[config.mk]
export PLATFORM = sky130hd
export DESIGN_NAME = axi_lite_cmd_master
export DESIGN_NICKNAME = d
export VERILOG_FILES = /design/src/rtl/axi_lite_cmd_master_pkg.sv /design/src/rtl/axi_lite_cmd_master.sv
export SDC_FILE = /design/constraint.sdc
export NUM_CORES = 1
export LEC_CHECK = 0
export ABC_AREA = 1
export CAP_MARGIN = 25
export CORE_MARGIN = 5
export CORE_UTILIZATION = 40
export DETAILED_ROUTE_END_ITERATION = 7
export PLACE_DENSITY = 0.78
export SYNTH_ARGS = -nofsm -noshare
export SYNTH_HDL_FRONTEND = slang
export SYNTH_SLANG_ARGS = --single-unit
[constraint.sdc]
create_clock -name SysClk_ClkIn -period 4.9 [get_ports SysClk_ClkIn]
set_input_delay 0.98 -clock SysClk_ClkIn [delete_from_list [all_inputs] [get_ports SysClk_ClkIn]]
set_output_delay 0.98 -clock SysClk_ClkIn [all_outputs]
set_load 0.02 [all_outputs]
[src/rtl/axi_lite_cmd_master_pkg.sv]
// Shared types and response codes for the AXI4-Lite command master.
package axi_lite_cmd_master_pkg;

    typedef enum logic [2:0] {
        Idle_St,
        Wr_St,
        WrResp_St,
        Rd_St,
        RdData_St
    } Axi_Master_State_Type;

    localparam logic [1:0] Axi_RespOkay_Con    = 2'b00;
    localparam logic [1:0] Axi_RespSlvErr_Con  = 2'b10;
    localparam logic [1:0] Axi_RespDecErr_Con  = 2'b11;
    // Shares its code with DECERR: a timeout looks like "no slave there" to the command source.
    localparam logic [1:0] Axi_RespTimeout_Con = 2'b11;

endpackage

[src/rtl/axi_lite_cmd_master.sv]
// AXI4-Lite initiator: one single-beat read or write per command, with a response pulse and an
// access timeout. Reset SysRstN_RstIn is asynchronous and active-high despite its name.
//
// state      | meaning
// Idle_St    | waiting for a command, CmdReady high
// Wr_St      | AW and W valids outstanding, each drops on its own handshake
// WrResp_St  | both write handshakes done, B ready high
// Rd_St      | AR valid outstanding
// RdData_St  | AR accepted, R ready high
module axi_lite_cmd_master
    import axi_lite_cmd_master_pkg::*;
#(
    parameter int unsigned TimeoutCycles_Gen = 1024
) (
    input  logic        SysClk_ClkIn,
    input  logic        SysRstN_RstIn,
    input  logic        CmdValid_ValIn,
    output logic        CmdReady_RdyOut,
    input  logic        CmdWrite_EnaIn,
    input  logic [31:0] CmdAddress_AdrIn,
    input  logic [31:0] CmdData_DatIn,
    output logic        RspValid_ValOut,
    output logic [31:0] RspData_DatOut,
    output logic [1:0]  RspResponse_DatOut,
    output logic        AxiWriteAddrValid_ValOut,
    input  logic        AxiWriteAddrReady_RdyIn,
    output logic [31:0] AxiWriteAddrAddress_AdrOut,
    output logic        AxiWriteDataValid_ValOut,
    input  logic        AxiWriteDataReady_RdyIn,
    output logic [31:0] AxiWriteDataData_DatOut,
    output logic [3:0]  AxiWriteDataStrobe_DatOut,
    input  logic        AxiWriteRespValid_ValIn,
    output logic        AxiWriteRespReady_RdyOut,
    input  logic [1:0]  AxiWriteRespResponse_DatIn,
    output logic        AxiReadAddrValid_ValOut,
    input  logic        AxiReadAddrReady_RdyIn,
    output logic [31:0] AxiReadAddrAddress_AdrOut,
    input  logic        AxiReadDataValid_ValIn,
    output logic        AxiReadDataReady_RdyOut,
    input  logic [1:0]  AxiReadDataResponse_DatIn,
    input  logic [31:0] AxiReadDataData_DatIn
);

    localparam int CntWidth_Con = (TimeoutCycles_Gen == 0) ? 1 : $clog2(TimeoutCycles_Gen + 1);
    // The counter is loaded with 1 on accept, so reaching this value at an edge puts the abort
    // pulse exactly TimeoutCycles_Gen cycles after the accept cycle.
    localparam logic [CntWidth_Con-1:0] TimeoutLast_Con =
        CntWidth_Con'((TimeoutCycles_Gen == 0) ? 0 : TimeoutCycles_Gen - 1);

    Axi_Master_State_Type state, stateNext;
    logic                    cmdReady, cmdReadyNext;
    logic                    awValid, awValidNext;
    logic                    wValid, wValidNext;
    logic                    bReady, bReadyNext;
    logic                    arValid, arValidNext;
    logic                    rReady, rReadyNext;
    logic                    rspValid, rspValidNext;
    logic [31:0]             rspData, rspDataNext;
    logic [1:0]              rspResp, rspRespNext;
    logic [31:0]             cmdAddress, cmdAddressNext;
    logic [31:0]             cmdData, cmdDataNext;
    logic [CntWidth_Con-1:0] timeoutCnt, timeoutCntNext;
    logic                    timeoutHit;

    assign timeoutHit = (TimeoutCycles_Gen != 0) && (state != Idle_St) &&
                        (timeoutCnt >= TimeoutLast_Con);

    always_ff @(posedge SysClk_ClkIn or posedge SysRstN_RstIn) begin
        if (SysRstN_RstIn) begin
            state      <= Idle_St;
            cmdReady   <= 1'b0;
            awValid    <= 1'b0;
            wValid     <= 1'b0;
            bReady     <= 1'b0;
            arValid    <= 1'b0;
            rReady     <= 1'b0;
            rspValid   <= 1'b0;
            rspData    <= '0;
            rspResp    <= '0;
            cmdAddress <= '0;
            cmdData    <= '0;
            timeoutCnt <= '0;
        end else begin
            state      <= stateNext;
            cmdReady   <= cmdReadyNext;
            awValid    <= awValidNext;
            wValid     <= wValidNext;
            bReady     <= bReadyNext;
            arValid    <= arValidNext;
            rReady     <= rReadyNext;
            rspValid   <= rspValidNext;
            rspData    <= rspDataNext;
            rspResp    <= rspRespNext;
            cmdAddress <= cmdAddressNext;
            cmdData    <= cmdDataNext;
            timeoutCnt <= timeoutCntNext;
        end
    end

    always_comb begin
        stateNext      = state;
        cmdReadyNext   = cmdReady;
        awValidNext    = awValid;
        wValidNext     = wValid;
        bReadyNext     = bReady;
        arValidNext    = arValid;
        rReadyNext     = rReady;
        rspValidNext   = 1'b0;
        rspDataNext    = rspData;
        rspRespNext    = rspResp;
        cmdAddressNext = cmdAddress;
        cmdDataNext    = cmdData;
        timeoutCntNext = timeoutCnt;
        if (state != Idle_St) begin
            timeoutCntNext = timeoutCnt + CntWidth_Con'(1);
        end

        case (state)
            Idle_St: begin
                cmdReadyNext = 1'b1;
                if (CmdValid_ValIn && cmdReady) begin
                    cmdReadyNext   = 1'b0;
                    cmdAddressNext = CmdAddress_AdrIn;
                    cmdDataNext    = CmdData_DatIn;
                    timeoutCntNext = CntWidth_Con'(1);
                    if (CmdWrite_EnaIn) begin
                        awValidNext = 1'b1;
                        wValidNext  = 1'b1;
                        stateNext   = Wr_St;
                    end else begin
                        arValidNext = 1'b1;
                        stateNext   = Rd_St;
                    end
                end
            end
            Wr_St: begin
                if (awValid && AxiWriteAddrReady_RdyIn) awValidNext = 1'b0;
                if (wValid && AxiWriteDataReady_RdyIn)  wValidNext  = 1'b0;
                if (!awValidNext && !wValidNext) begin
                    bReadyNext = 1'b1;
                    stateNext  = WrResp_St;
                end
            end
            WrResp_St: begin
                if (bReady && AxiWriteRespValid_ValIn) begin
                    bReadyNext   = 1'b0;
                    rspValidNext = 1'b1;
                    rspRespNext  = AxiWriteRespResponse_DatIn;
                    rspDataNext  = '0;
                    stateNext    = Idle_St;
                end
            end
            Rd_St: begin
                if (arValid && AxiReadAddrReady_RdyIn) begin
                    arValidNext = 1'b0;
                    rReadyNext  = 1'b1;
                    stateNext   = RdData_St;
                end
            end
            RdData_St: begin
                if (rReady && AxiReadDataValid_ValIn) begin
                    rReadyNext   = 1'b0;
                    rspValidNext = 1'b1;
                    rspRespNext  = AxiReadDataResponse_DatIn;
                    rspDataNext  = AxiReadDataData_DatIn;
                    stateNext    = Idle_St;
                end
            end
            default: stateNext = Idle_St;
        endcase

        // A response beat landing on the abort edge still completes normally.
        if (timeoutHit && !rspValidNext) begin
            awValidNext  = 1'b0;
            wValidNext   = 1'b0;
            bReadyNext   = 1'b0;
            arValidNext  = 1'b0;
            rReadyNext   = 1'b0;
            rspValidNext = 1'b1;
            rspRespNext  = Axi_RespTimeout_Con;
            rspDataNext  = '0;
            stateNext    = Idle_St;
        end
    end

    assign CmdReady_RdyOut            = cmdReady;
    assign RspValid_ValOut            = rspValid;
    assign RspData_DatOut             = rspData;
    assign RspResponse_DatOut         = rspResp;
    assign AxiWriteAddrValid_ValOut   = awValid;
    assign AxiWriteAddrAddress_AdrOut = cmdAddress;
    assign AxiWriteDataValid_ValOut   = wValid;
    assign AxiWriteDataData_DatOut    = cmdData;
    assign AxiWriteDataStrobe_DatOut  = (state == Wr_St) ? 4'hF : 4'h0;
    assign AxiWriteRespReady_RdyOut   = bReady;
    assign AxiReadAddrValid_ValOut    = arValid;
    assign AxiReadAddrAddress_AdrOut  = cmdAddress;
    assign AxiReadDataReady_RdyOut    = rReady;

endmodule

==> impl.org, run 1 <==
** Outcome
- The run finished with clean final reports.

** Synthesis
- Xor/xnor share of the synthesized area :: 0
- Of the total synthesized cell area, the portion taken by AND, OR, NAND and NOR gates is 0.261.
- Post-synthesis share of cell area spent on full adders, half adders and majority gates :: 0.00237
- The synthesized design contains 119 register bits.
- Main combinational cell family by area after synthesis :: simple AND/OR/NAND/NOR gates
- For this run, the leading register cell type out of synthesis is sky130_fd_sc_hd__dfrtp_1.
- Synthesized instance count :: 616
- Mean area per synthesized cell :: 8.57 sq um
- The portion of synthesized area spent on multiplexers is 0.
- The netlist uses 30 different library cells.
- In the synthesized netlist the async set-or-reset flop fraction comes to 1.00.
- Seq/Total Area, Yosys :: 0.564
- Number of enable-type register cells in the synthesized netlist :: 0
- Syn Std Cell Area :: 5280 sq um
- Total of warnings raised by yosys :: 0
- Post-synthesis net count :: 726
- Share of the synthesized area in compound gates (AO/OA/AOI/OAI) :: 0.0716

** Placement
- At the end of routability-driven placement, the weighted congestion stood at 0.831.
- Worst slack at placement :: 1880 ps
- Detailed Place HPWL :: 10,700 microns
- Port buffer count :: 249
- Number of instances in the placed design :: 986

** GRT
- Grt met2 use :: 0.328
- After global routing, the most crowded layer is met2.
- First-pass GRT wire length :: 23,500 microns
- Maximum number of pins on one net before global-route repair :: 73
- For this run the aggregate overflow at the end of global routing stands at 0.
- GRT Overall Usage :: 0.189
- Antenna violations before repair :: 0
- Number of global-route vias before repair :: 4,609
- For met3 alone, demand over resource in global routing was 0.0617.
- For met1 alone, demand over resource in global routing was 0.213.

** Clocking
- Hold buffer count at cts :: 0
- Clock H-tree levels :: 4
- Clock-pin slew was measured on the worst setup and hold paths at 50 ps.
- The tree built by TritonCTS fans out to 119 sinks.
- Clock tree from TritonCTS :: built
- The longest clock path from root to sink contains 2 buffers.
- Clock tree root buffer cell :: sky130_fd_sc_hd__clkbuf_16
- Clock latency on the worst-skew pair :: 400 ps
- The number of clock buffers added by TritonCTS is 17.
- Total setup buffers inserted after CTS :: 0
- After clock tree synthesis, the repair step resized 0 gates.

** Die
- Die extent in x :: 125 microns
- Starting density of the core :: 0.403
- 250 I/O pins were placed.
- Row cnt :: 42
- Placeable core area :: 13,100 sq um
- From bottom edge to top edge, the die measures 125 microns.
- The floorplan step defined a die boundary enclosing 15,600 sq um.

** Setup path
- Type of origin of the critical path :: flip-flop
- Maximum fanout encountered on the critical timing path :: 9
- By startpoint and endpoint, the worst setup path is classified as reg2out.
- Data arrives at the worst endpoint at 2180 ps.
- Critical path capture point type :: primary output
- STA puts the critical path data required time at 3920 ps.

** Cells and area
- Layout area overhead :: 58.0%
- For this run, the post-layout net count is 939.
- Fill cells in the final layout number 1,071.
- In the final layout, the share of cells above drive strength 1 is 0.0760.
- The top cell types in the final layout, fill and taps aside, are 268 x sky130_fd_sc_hd__nand2_1, 249 x sky130_fd_sc_hd__clkdlybuf4s50_1, 119 x sky130_fd_sc_hd__dfrtp_1.
- Most common library cell in the layout ignoring fill and taps :: sky130_fd_sc_hd__nand2_1
- The number of antenna diodes in the final layout is 0.
- At the end of the flow the core is filled with cells to 0.637.
- Excluding fillers, the count of instances in the completed layout stands at 1,018.

** Pwr
- For this design the static power due to leakage is 3.81 nW.
- Power spread over the standard cell area amounts to 748 nW/um^2.
- Worst voltage drop across the vdd grid :: 0.406 mV

** Timing
- Number of hold violations in the final report :: 0
- Static timing analysis puts the maximum clock frequency at 317 MHz.
- Skew final :: 6.39 ps
- Number of max-slew violations in the final report :: 0
- RSZ-0062 raised after global routing :: false
- At the pin with the least slew margin, the transition time is 887 ps.
- The smallest clock period supported by the final layout is computed as 3160 ps.
- Ratio of final minimum period to clock period :: 0.644
- Final setup TNS :: 0 ps
- Worst setup slack after layout :: 1740 ps
- Setup violations remaining at the end of the flow were counted as 0.
- Worst slew slack as a fraction of its limit :: 0.408

** Route
- Count of vias placed by the detailed router :: 4,566
- In the final routed layout, each cell accounts on average for 14.5 microns.
- Vias per cell :: 4.49
- For this run, design rule violations remaining after detail routing come to 0.
- In this run, the number of DRC markers left after iteration 0 of detailed routing was 317.
- After detailed routing, the total wire length is 14,800 microns.
- The detail route stage leaves a number of antenna-violating nets equal to 0.
- Number of detailed-route iterations in the first pass :: 4

** Job
- Across the run, the number of max-cap violations was 0.

** Min path
- The tightest min-delay check is of the reg2reg type.
## Yosys cell counts (5+ instances only)
master                    instances  area [sq um]
sky130_fd_sc_hd__buf_2           14          70.1
sky130_fd_sc_hd__nor2_1          51           191
sky130_fd_sc_hd__a21oi_1         28           140
sky130_fd_sc_hd__o21ai_0         12          60.1
sky130_fd_sc_hd__buf_6            5          56.3
sky130_fd_sc_hd__a21oi_2         11          96.3
sky130_fd_sc_hd__inv_1           24          90.1
sky130_fd_sc_hd__nand3_1         10          50.1
sky130_fd_sc_hd__nor3_1           5          25.0
sky130_fd_sc_hd__buf_4           37           278
sky130_fd_sc_hd__dfrtp_1        119          2980
sky130_fd_sc_hd__o21ai_1          5          25.0
sky130_fd_sc_hd__nand2_1        268          1010
## worst paths after layout
path | from | end | slack [ps] | cells after the start
hold / removal | AxiWriteDataData_DatOut[8]$_DFFE_PP0P_ | AxiWriteDataData_DatOut[8]$_DFFE_PP0P_ | 470 | 2
setup reg to reg | timeoutCnt[0]$_DFF_PP0_ | RspResponse_DatOut[1]$_DFFE_PP0P_ | 2490 | 10
setup / recovery | state[1]$_DFFE_PP0P_ | AxiWriteDataStrobe_DatOut[1] | 1740 | 4
max in group asynchronous | SysRstN_RstIn | AxiReadAddrAddress_AdrOut[3]$_DFFE_PP0P_ | 2890 | 3
min in group asynchronous | SysRstN_RstIn | RspData_DatOut[30]$_DFFE_PP0P_ | 1130 | 2
hold reg to reg | AxiWriteDataData_DatOut[8]$_DFFE_PP0P_ | AxiWriteDataData_DatOut[8]$_DFFE_PP0P_ | 470 | 2
## report_power, final
group          switching [mW]  internal (mW)  total (mW)
clock network           0.444           1.08        1.53
logic                    1.64           1.33        2.97
registers               0.306           1.44        1.75
## area by class of cell
class / count / area (sq um) / share of cell area
Timing Repair Buffer: 254 / 2530 / 0.303
Sequential cell: 119 / 2980 / 0.357
Clock inverter: 13 / 273 / 0.0327
Clock buffer: 19 / 453 / 0.0543
Tap cell: 176 / 220 / 0.0264
Multi-Input combinational cell: 408 / 1770 / 0.212
Inverter: 29 / 114 / 0.0137
## cell families after synthesis
group / count (synthesis)
simple gates: 345
flops: 119
buf+inv: 89
compound gates: 62
fa+ha+maj: 1
## state kept, by name (all words and copies together), names as in the netlist, 2 cells and up
name / flops
timeoutCnt: 11
state: 3
RspResponse_DatOut: 2
AxiWriteDataData_DatOut: 32
AxiReadAddrAddress_AdrOut: 32
RspData_DatOut: 32
## per-layer routing
metal	vias to the layer above	share of wire
met5	-	0
met4	0	0.027
met3	27	0.057
met2	138	0.52
met1	2100	0.40
li1	2301	-
## critical path, stage by stage, from the launching register on
cell	delay, ps
sky130_fd_sc_hd__dfrtp_1	450
sky130_fd_sc_hd__nor2_1	160
sky130_fd_sc_hd__inv_2	80
sky130_fd_sc_hd__nor2_1	380
sky130_fd_sc_hd__clkdlybuf4s50_1	700
## through the flow
stage | hold WS [ps] | instance area [sq um] | power (mW)
floorplan | 466 | 5280 | 3.49
global placement | 453 | 7610 | 4.70
detailed placement | 457 | 7610 | 4.75
CTS | 471 | 8340 | 6.32
global route | 486 | 8340 | 6.59
finish | 465 | 8340 | 6.24
(Power assumes the default switching activity.)
==> run 2: changes to the inputs <==
Clock period 4.9 ns to 3.2 ns, I/O delays scaled along.
==> run 2 against run 1 <==
Compared with the run above:
- clock skew up 4.5 ps
- worst hold slack better by 2.3 ps
- design area down 0.99%
- highest routed layer unchanged
- combinational power up 54%
- clock-buffer cell count up 5
- clock power up 25%
- critical path depth unchanged
- flip-flop and latch count unchanged
==> impl.org, run 2 (synthesized netlist as in run 1, its figures left out) <==
** Setup path
- The critical path is of the reg2out type.
- Arrival time worst endpoint :: 2130 ps
- Maximum fanout encountered on the critical timing path :: 9
- Register-to-Register Path Depth :: 10
- STA classifies the critical path startpoint as a flip-flop.
- The worst setup path is captured at a primary output.
- Critical path required time :: 2560 ps

** Pwr
- Worst voltage drop across the vdd grid :: 0.561 mV
- Power Dens Cells :: 1110 nW/um^2
- Static leakage power :: 3.77 nW
- Power comes to 9.17 mW.

** Outcome
- Status :: finished, final reports clean

** GRT
- First-pass GRT wire length :: 23,900 microns
- Number of global-route vias before repair :: 4,616
- Global route total overflow :: 0
- Maximum number of pins on one net before global-route repair :: 68
- GRT Overall Usage :: 0.192
- Antenna violations before repair :: 0

** Route
- After detailed routing, the average wire length per cell comes to 14.5 microns.
- Number of detailed-route iterations in the first pass :: 4
- For this block, the routed nets add up to 14,800 microns of wire.
- In this run, the number of DRC markers left after iteration 0 of detailed routing was 297.
- Using the TritonRoute via totals, the vias-per-cell ratio works out to 4.52.
- After detailed routing, the number of remaining DRC violations is 0.
- Count of vias placed by the detailed router :: 4,597
- Antenna-violating nets left :: 0

** Job
- Number of max-capacitance violations reported :: 0

** Clocking
- Clock latency on the worst-skew pair :: 410 ps
- CTS built an H-tree with a depth of 4.
- Hold buffer count at cts :: 0
- CTS sink cnt :: 119
- Clock tree buffer depth :: 2
- Post-CTS repair changed the size of 0 cells.
- Clock tree root buffer cell :: sky130_fd_sc_hd__clkbuf_16
- In this run the post-CTS setup repair buffer count came out at 0.
- Clock-pin slew reported for the worst setup and hold paths after clock tree synthesis :: 50 ps
- Clock tree from TritonCTS :: built
- Clock buffers created by TritonCTS :: 17

** Timing
- Ratio of final minimum period to clock period :: 0.867
- Finish-stage setup viols :: 0
- Period minus WS final :: 2770 ps
- Hold WS :: 468 ps
- The number of hold violations in the final report is 0.
- RSZ-0062 raised after global routing :: false
- Measured against its own limit, the worst slew margin works out to 0.503.
- After layout, the worst setup slack is 427 ps.
- Number of max-slew violations in the final report :: 0
- Skew final :: 10.9 ps
- Slew @ Worst Pin :: 744 ps
- Maximum clock rate :: 361 MHz
- Final setup TNS :: 0 ps

** Min path
- The tightest min-delay check is of the reg2reg type.
- Cell count of the worst hold path :: 2

** Cells and area
- Highest-count cells in the layout ignoring fill and taps :: 268 x sky130_fd_sc_hd__nand2_1, 249 x sky130_fd_sc_hd__clkdlybuf4s50_1, 119 x sky130_fd_sc_hd__dfrtp_1
- Layout area overhead :: 56.4%
- Count of antenna diodes in the layout :: 0
- Most common library cell in the layout ignoring fill and taps :: sky130_fd_sc_hd__nand2_1
- Count of nets after finishing :: 939
- In the final layout, the share of cells above drive strength 1 is 0.0748.
- The layout has 1,115 filler cells.
- Number of cells in the finished layout apart from fillers :: 1,018

** Die
- Count of boundary I/O pins :: 250
- Row cnt :: 42
- Starting density of the core :: 0.403
- Overall die area :: 15,600 sq um
- From left edge to right edge, the die measures 125 microns.
- In this run the standard cell core region covers 13,100 sq um.
- From bottom edge to top edge, the die measures 125 microns.

** Placement
- At the end of routability-driven placement, the weighted congestion stood at 0.824.
- Number of instances in the placed design :: 986
- Detailed Place HPWL :: 10,700 microns
- OpenSTA, run right after detailed placement, puts the worst setup slack at 739 ps.
- Buffers placed on the I/O ports in this run total 249.
==> run 2: changes by cell type in the layout (fill, tap and decap cells not counted), sizes merged <==
cell      before  now
bufinv         8    2
clkbuf        19   24
clkinv         2    5
clkinvlp       3    2
inv           29   28
==> run 2: cell type report <==
| type | count | area [sq um] | area share |
|---|---|---|---|
| sequential | 119 | 2980 | 0.361 |
| timing repair buffer | 254 | 2570 | 0.311 |
| multi-input combinational | 408 | 1770 | 0.214 |
| clock buffer | 24 | 512 | 0.0620 |
| tap | 176 | 220 | 0.0267 |
| inverter | 29 | 115 | 0.0139 |
| clock inverter | 8 | 92.6 | 0.0112 |
==> run 2: final timing paths <==
path	start	end	slack (ps)
setup / recovery	state[1]$_DFFE_PP0P_	AxiWriteDataStrobe_DatOut[1]	430
max in group asynchronous	SysRstN_RstIn	AxiReadAddrAddress_AdrOut[10]$_DFFE_PP0P_	1780
hold / removal	AxiWriteDataData_DatOut[8]$_DFFE_PP0P_	AxiWriteDataData_DatOut[8]$_DFFE_PP0P_	470
hold reg to reg	AxiWriteDataData_DatOut[8]$_DFFE_PP0P_	AxiWriteDataData_DatOut[8]$_DFFE_PP0P_	470
setup reg to reg	timeoutCnt[0]$_DFF_PP0_	RspData_DatOut[24]$_DFFE_PP0P_	1090
min in group asynchronous	SysRstN_RstIn	AxiReadAddrAddress_AdrOut[1]$_DFFE_PP0P_	700
==> run 2: critical path, cell delays in order (launching register included) <==
cell,delay (ps)
sky130_fd_sc_hd__dfrtp_1,450
sky130_fd_sc_hd__nor2_1,150
sky130_fd_sc_hd__inv_2,70
sky130_fd_sc_hd__nor2_1,360
sky130_fd_sc_hd__clkdlybuf4s50_1,700
==> run 2: stage by stage <==
step / instance area (sq um) / util
after floorplan: 5280 / -
after global placement: 7650 / 0.585
after detailed placement: 7650 / 0.585
after CTS: 8260 / 0.631
after global routing: 8260 / 0.631
final: 8260 / 0.631
==> run 2: layer usage <==
metal  GRT usage  share of wire
met5           0              0
met3      0.0592          0.056
met2       0.326           0.51
met1       0.226           0.41
met4      0.0772          0.022
==> run 2: power by group <==
| group | total, mW | switching [mW] | leakage (nW) | internal, mW |
|---|---|---|---|---|
| registers | 2.68 | 0.470 | 1.47 | 2.21 |
| clock network | 1.92 | 0.659 | 0.302 | 1.26 |
| logic | 4.57 | 2.52 | 2.00 | 2.04 |
==> run 3: changes to the inputs <==
Clock period 3.2 ns to 2.9 ns, I/O delays scaled along.
==> run 3 against run 2 <==
Compared with the run above:
- die area stayed put
- non-clock buffer count up 1
- largest power group unchanged
- power increased by 10%
- sequential power increased by 10%
- sequential share of layout area about the same
- flip-flop and latch count stayed put
- final cell count about the same
- clock skew up 3.6 ps
- critical path type unchanged
- setup slack lost 280 ps
==> impl.org, run 3 (synthesized netlist as in run 1, its figures left out) <==
** Setup path
- Type of the setup path with the least slack :: reg2out
- The worst setup path is captured at a primary output.
- R2R Path Start :: timeoutCnt[0]$_DFF_PP0_
- Critical path buffer and inverter count :: 2
- STA classifies the critical path startpoint as a flip-flop.
- CP peak stage delay :: 710 ps
- Among all stages on the critical path, the largest delay is contributed by sky130_fd_sc_hd__clkdlybuf4s50_1.
- Critical path required time :: 2320 ps
- Register-to-Register Path Depth :: 10
- On the critical path the largest part of the delay comes from buffers and inverters.
- Among the stages of the critical path, the cell type that occurs most often is sky130_fd_sc_hd__nor2_1.
- Of all nets on the critical path, the largest fanout is 9.
- Traced cell by cell, the critical path runs through nor2_1 > inv_2 > nor2_1 > clkdlybuf4s50_1.
- For flop-to-flop paths, the worst setup slack is 790 ps.
- FF-to-FF End :: RspData_DatOut[21]$_DFFE_PP0P_
- Arrival time worst endpoint :: 2170 ps

** Cells and area
- Ratio of cells with drive above 1 in the final layout :: 0.0747
- Count of nets after finishing :: 940
- Highest-count cells in the layout ignoring fill and taps :: 268 x sky130_fd_sc_hd__nand2_1, 249 x sky130_fd_sc_hd__clkdlybuf4s50_1, 119 x sky130_fd_sc_hd__dfrtp_1
- Most common library cell in the layout ignoring fill and taps :: sky130_fd_sc_hd__nand2_1
- Layout area overhead :: 56.2%
- 0 antenna diodes ended up in the layout.
- Final instance area :: 8250 sq um

** GRT
- Summed over all layers, the global routing overflow is 0.
- The initial antenna violation count came to 0.
- GRT Overall Usage :: 0.188
- Entering global routing, the biggest net connects 92 pins.
- Number of global-route vias before repair :: 4,584
- First-pass GRT wire length :: 23,600 microns

** Route
- # DRC :: 0
- Wire length after detailed routing :: 14,700 microns
- Once detail routing completed, the nets flagged for antenna violations numbered 0.
- Vias per cell :: 4.50
- After detailed routing, the average wire length per cell comes to 14.5 microns.
- The detailed router placed 4,586 vias in this run.
- Number of detailed-route iterations in the first pass :: 4
- The first routing iteration left 224 violations.

** Clocking
- Clock tree from TritonCTS :: built
- Clock tree buffer depth :: 2
- CTS sink cnt :: 119
- The H-tree generated during clock tree synthesis spans 4 levels.
- For this design, the CTS-stage hold fixing added 0 buffers.
- Clock-pin slew reported for the worst setup and hold paths after clock tree synthesis :: 50 ps
- After clock tree synthesis, the setup repair step added 0 buffers.
- The number of gates resized after CTS was 0.
- The tree is rooted in a sky130_fd_sc_hd__clkbuf_16.
- At the later pin of the worst-skew pair, clock insertion delay measures 400 ps.
- Clock buffers created by TritonCTS :: 17

** Die
- Die extent in x :: 125 microns
- The floorplan has 42 rows.
- Placeable core area :: 13,100 sq um
- Count of boundary I/O pins :: 250
- In this run the vertical extent of the chip is 125 microns.
- Overall die area :: 15,600 sq um
- Starting density of the core :: 0.403

** Timing
- Setup total negative slack on the finished layout was measured at 0 ps.
- For the final database, setup skew stands at 14.5 ps.
- Number of max-slew violations in the final report :: 0
- Number of hold violations in the final report :: 0
- Period minus WS final :: 2750 ps
- Maximum clock rate :: 364 MHz
- RSZ-0062 raised after global routing :: false
- Slew @ Worst Pin :: 792 ps
- Setup violations remaining at the end of the flow were counted as 0.
- Of the available clock period, the critical path in the final layout requires 0.948.
- The worst pin sits at a relative slew slack of 0.471.
- Hold WS :: 466 ps

** Min path
- For hold timing, the worst endpoint is AxiWriteDataData_DatOut[21]$_DFFE_PP0P_.
- The startpoint identified for the worst hold timing path is AxiWriteDataData_DatOut[21]$_DFFE_PP0P_.
- The worst hold path passes through 2 cells.
- The worst hold path belongs to the class reg2reg.

** Placement
- In this run the tool buffered the top-level ports with 249 buffer cells.
- The wire-length estimate of the detail-placed layout is 10,700 microns.
- Post-place instance area :: 7650 sq um
- Final weighted congestion in routability-driven placement :: 0.817

** Job
- Number of max-capacitance violations reported :: 0

** Pwr
- Worst voltage drop across the vdd grid :: 0.664 mV
- Total power :: 10.1 mW
- Power spread over the standard cell area amounts to 1230 nW/um^2.
- Static leakage power :: 3.75 nW

** Outcome
- Status :: finished, final reports clean
[run 3: power breakdown]
group | switching (mW) | total, mW | internal [mW]
Combinational | 2.78 | 5.04 | 2.26
Clock | 0.734 | 2.10 | 1.37
Sequential | 0.522 | 2.96 | 2.44
[run 3: area by class of cell]
class,count,area (sq um)
clock buffer,20,447
clock inverter,12,153
fill,1084,4840
inverter,29,115
multi-input combinational,408,1770
sequential,119,2980
tap,176,220
timing repair buffer,255,2560
[run 3: per-stage QoR]
| step | std cells | utilization | setup slack [ps] |
|---|---|---|---|
| floorplan | 616 | - | 865 |
| global placement | 987 | 0.584 | 489 |
| detailed placement | 987 | 0.584 | 475 |
| CTS | 1019 | 0.630 | 119 |
| global route | 1019 | 0.630 | 37.8 |
| finish | 1019 | 0.630 | 151 |
[run 3: worst max-delay path by stage]
stage / startpoint / endpoint / slack, ps / cells after the start
final: state[1]$_DFFE_PP0P_ / AxiWriteDataStrobe_DatOut[2] / 150 / 4
after global routing: state[1]$_DFFE_PP0P_ / AxiWriteDataStrobe_DatOut[2] / 40 / 4
after CTS: state[1]$_DFFE_PP0P_ / AxiWriteDataStrobe_DatOut[2] / 120 / 4
after global placement: CmdValid_ValIn / timeoutCnt[3]$_DFF_PP0_ / 490 / 7
after detailed placement: CmdValid_ValIn / timeoutCnt[3]$_DFF_PP0_ / 480 / 7
after floorplan: SysRstN_RstIn / AxiReadAddrAddress_AdrOut[0]$_DFFE_PP0P_ / 860 / 1
[run 3: routing by layer]
layer | routed length (microns) | global-route usage
met1 | 5890 | 0.217
met2 | 7740 | 0.330
met3 | 826 | 0.0596
met4 | 284 | 0.0651
met5 | 0 | 0
[run 3: tightest hold or removal path: cells and delay by family, from the launching register on]
kind	cells	cell delay, ps
and+or+nand+nor	2	90
DFF	1	340
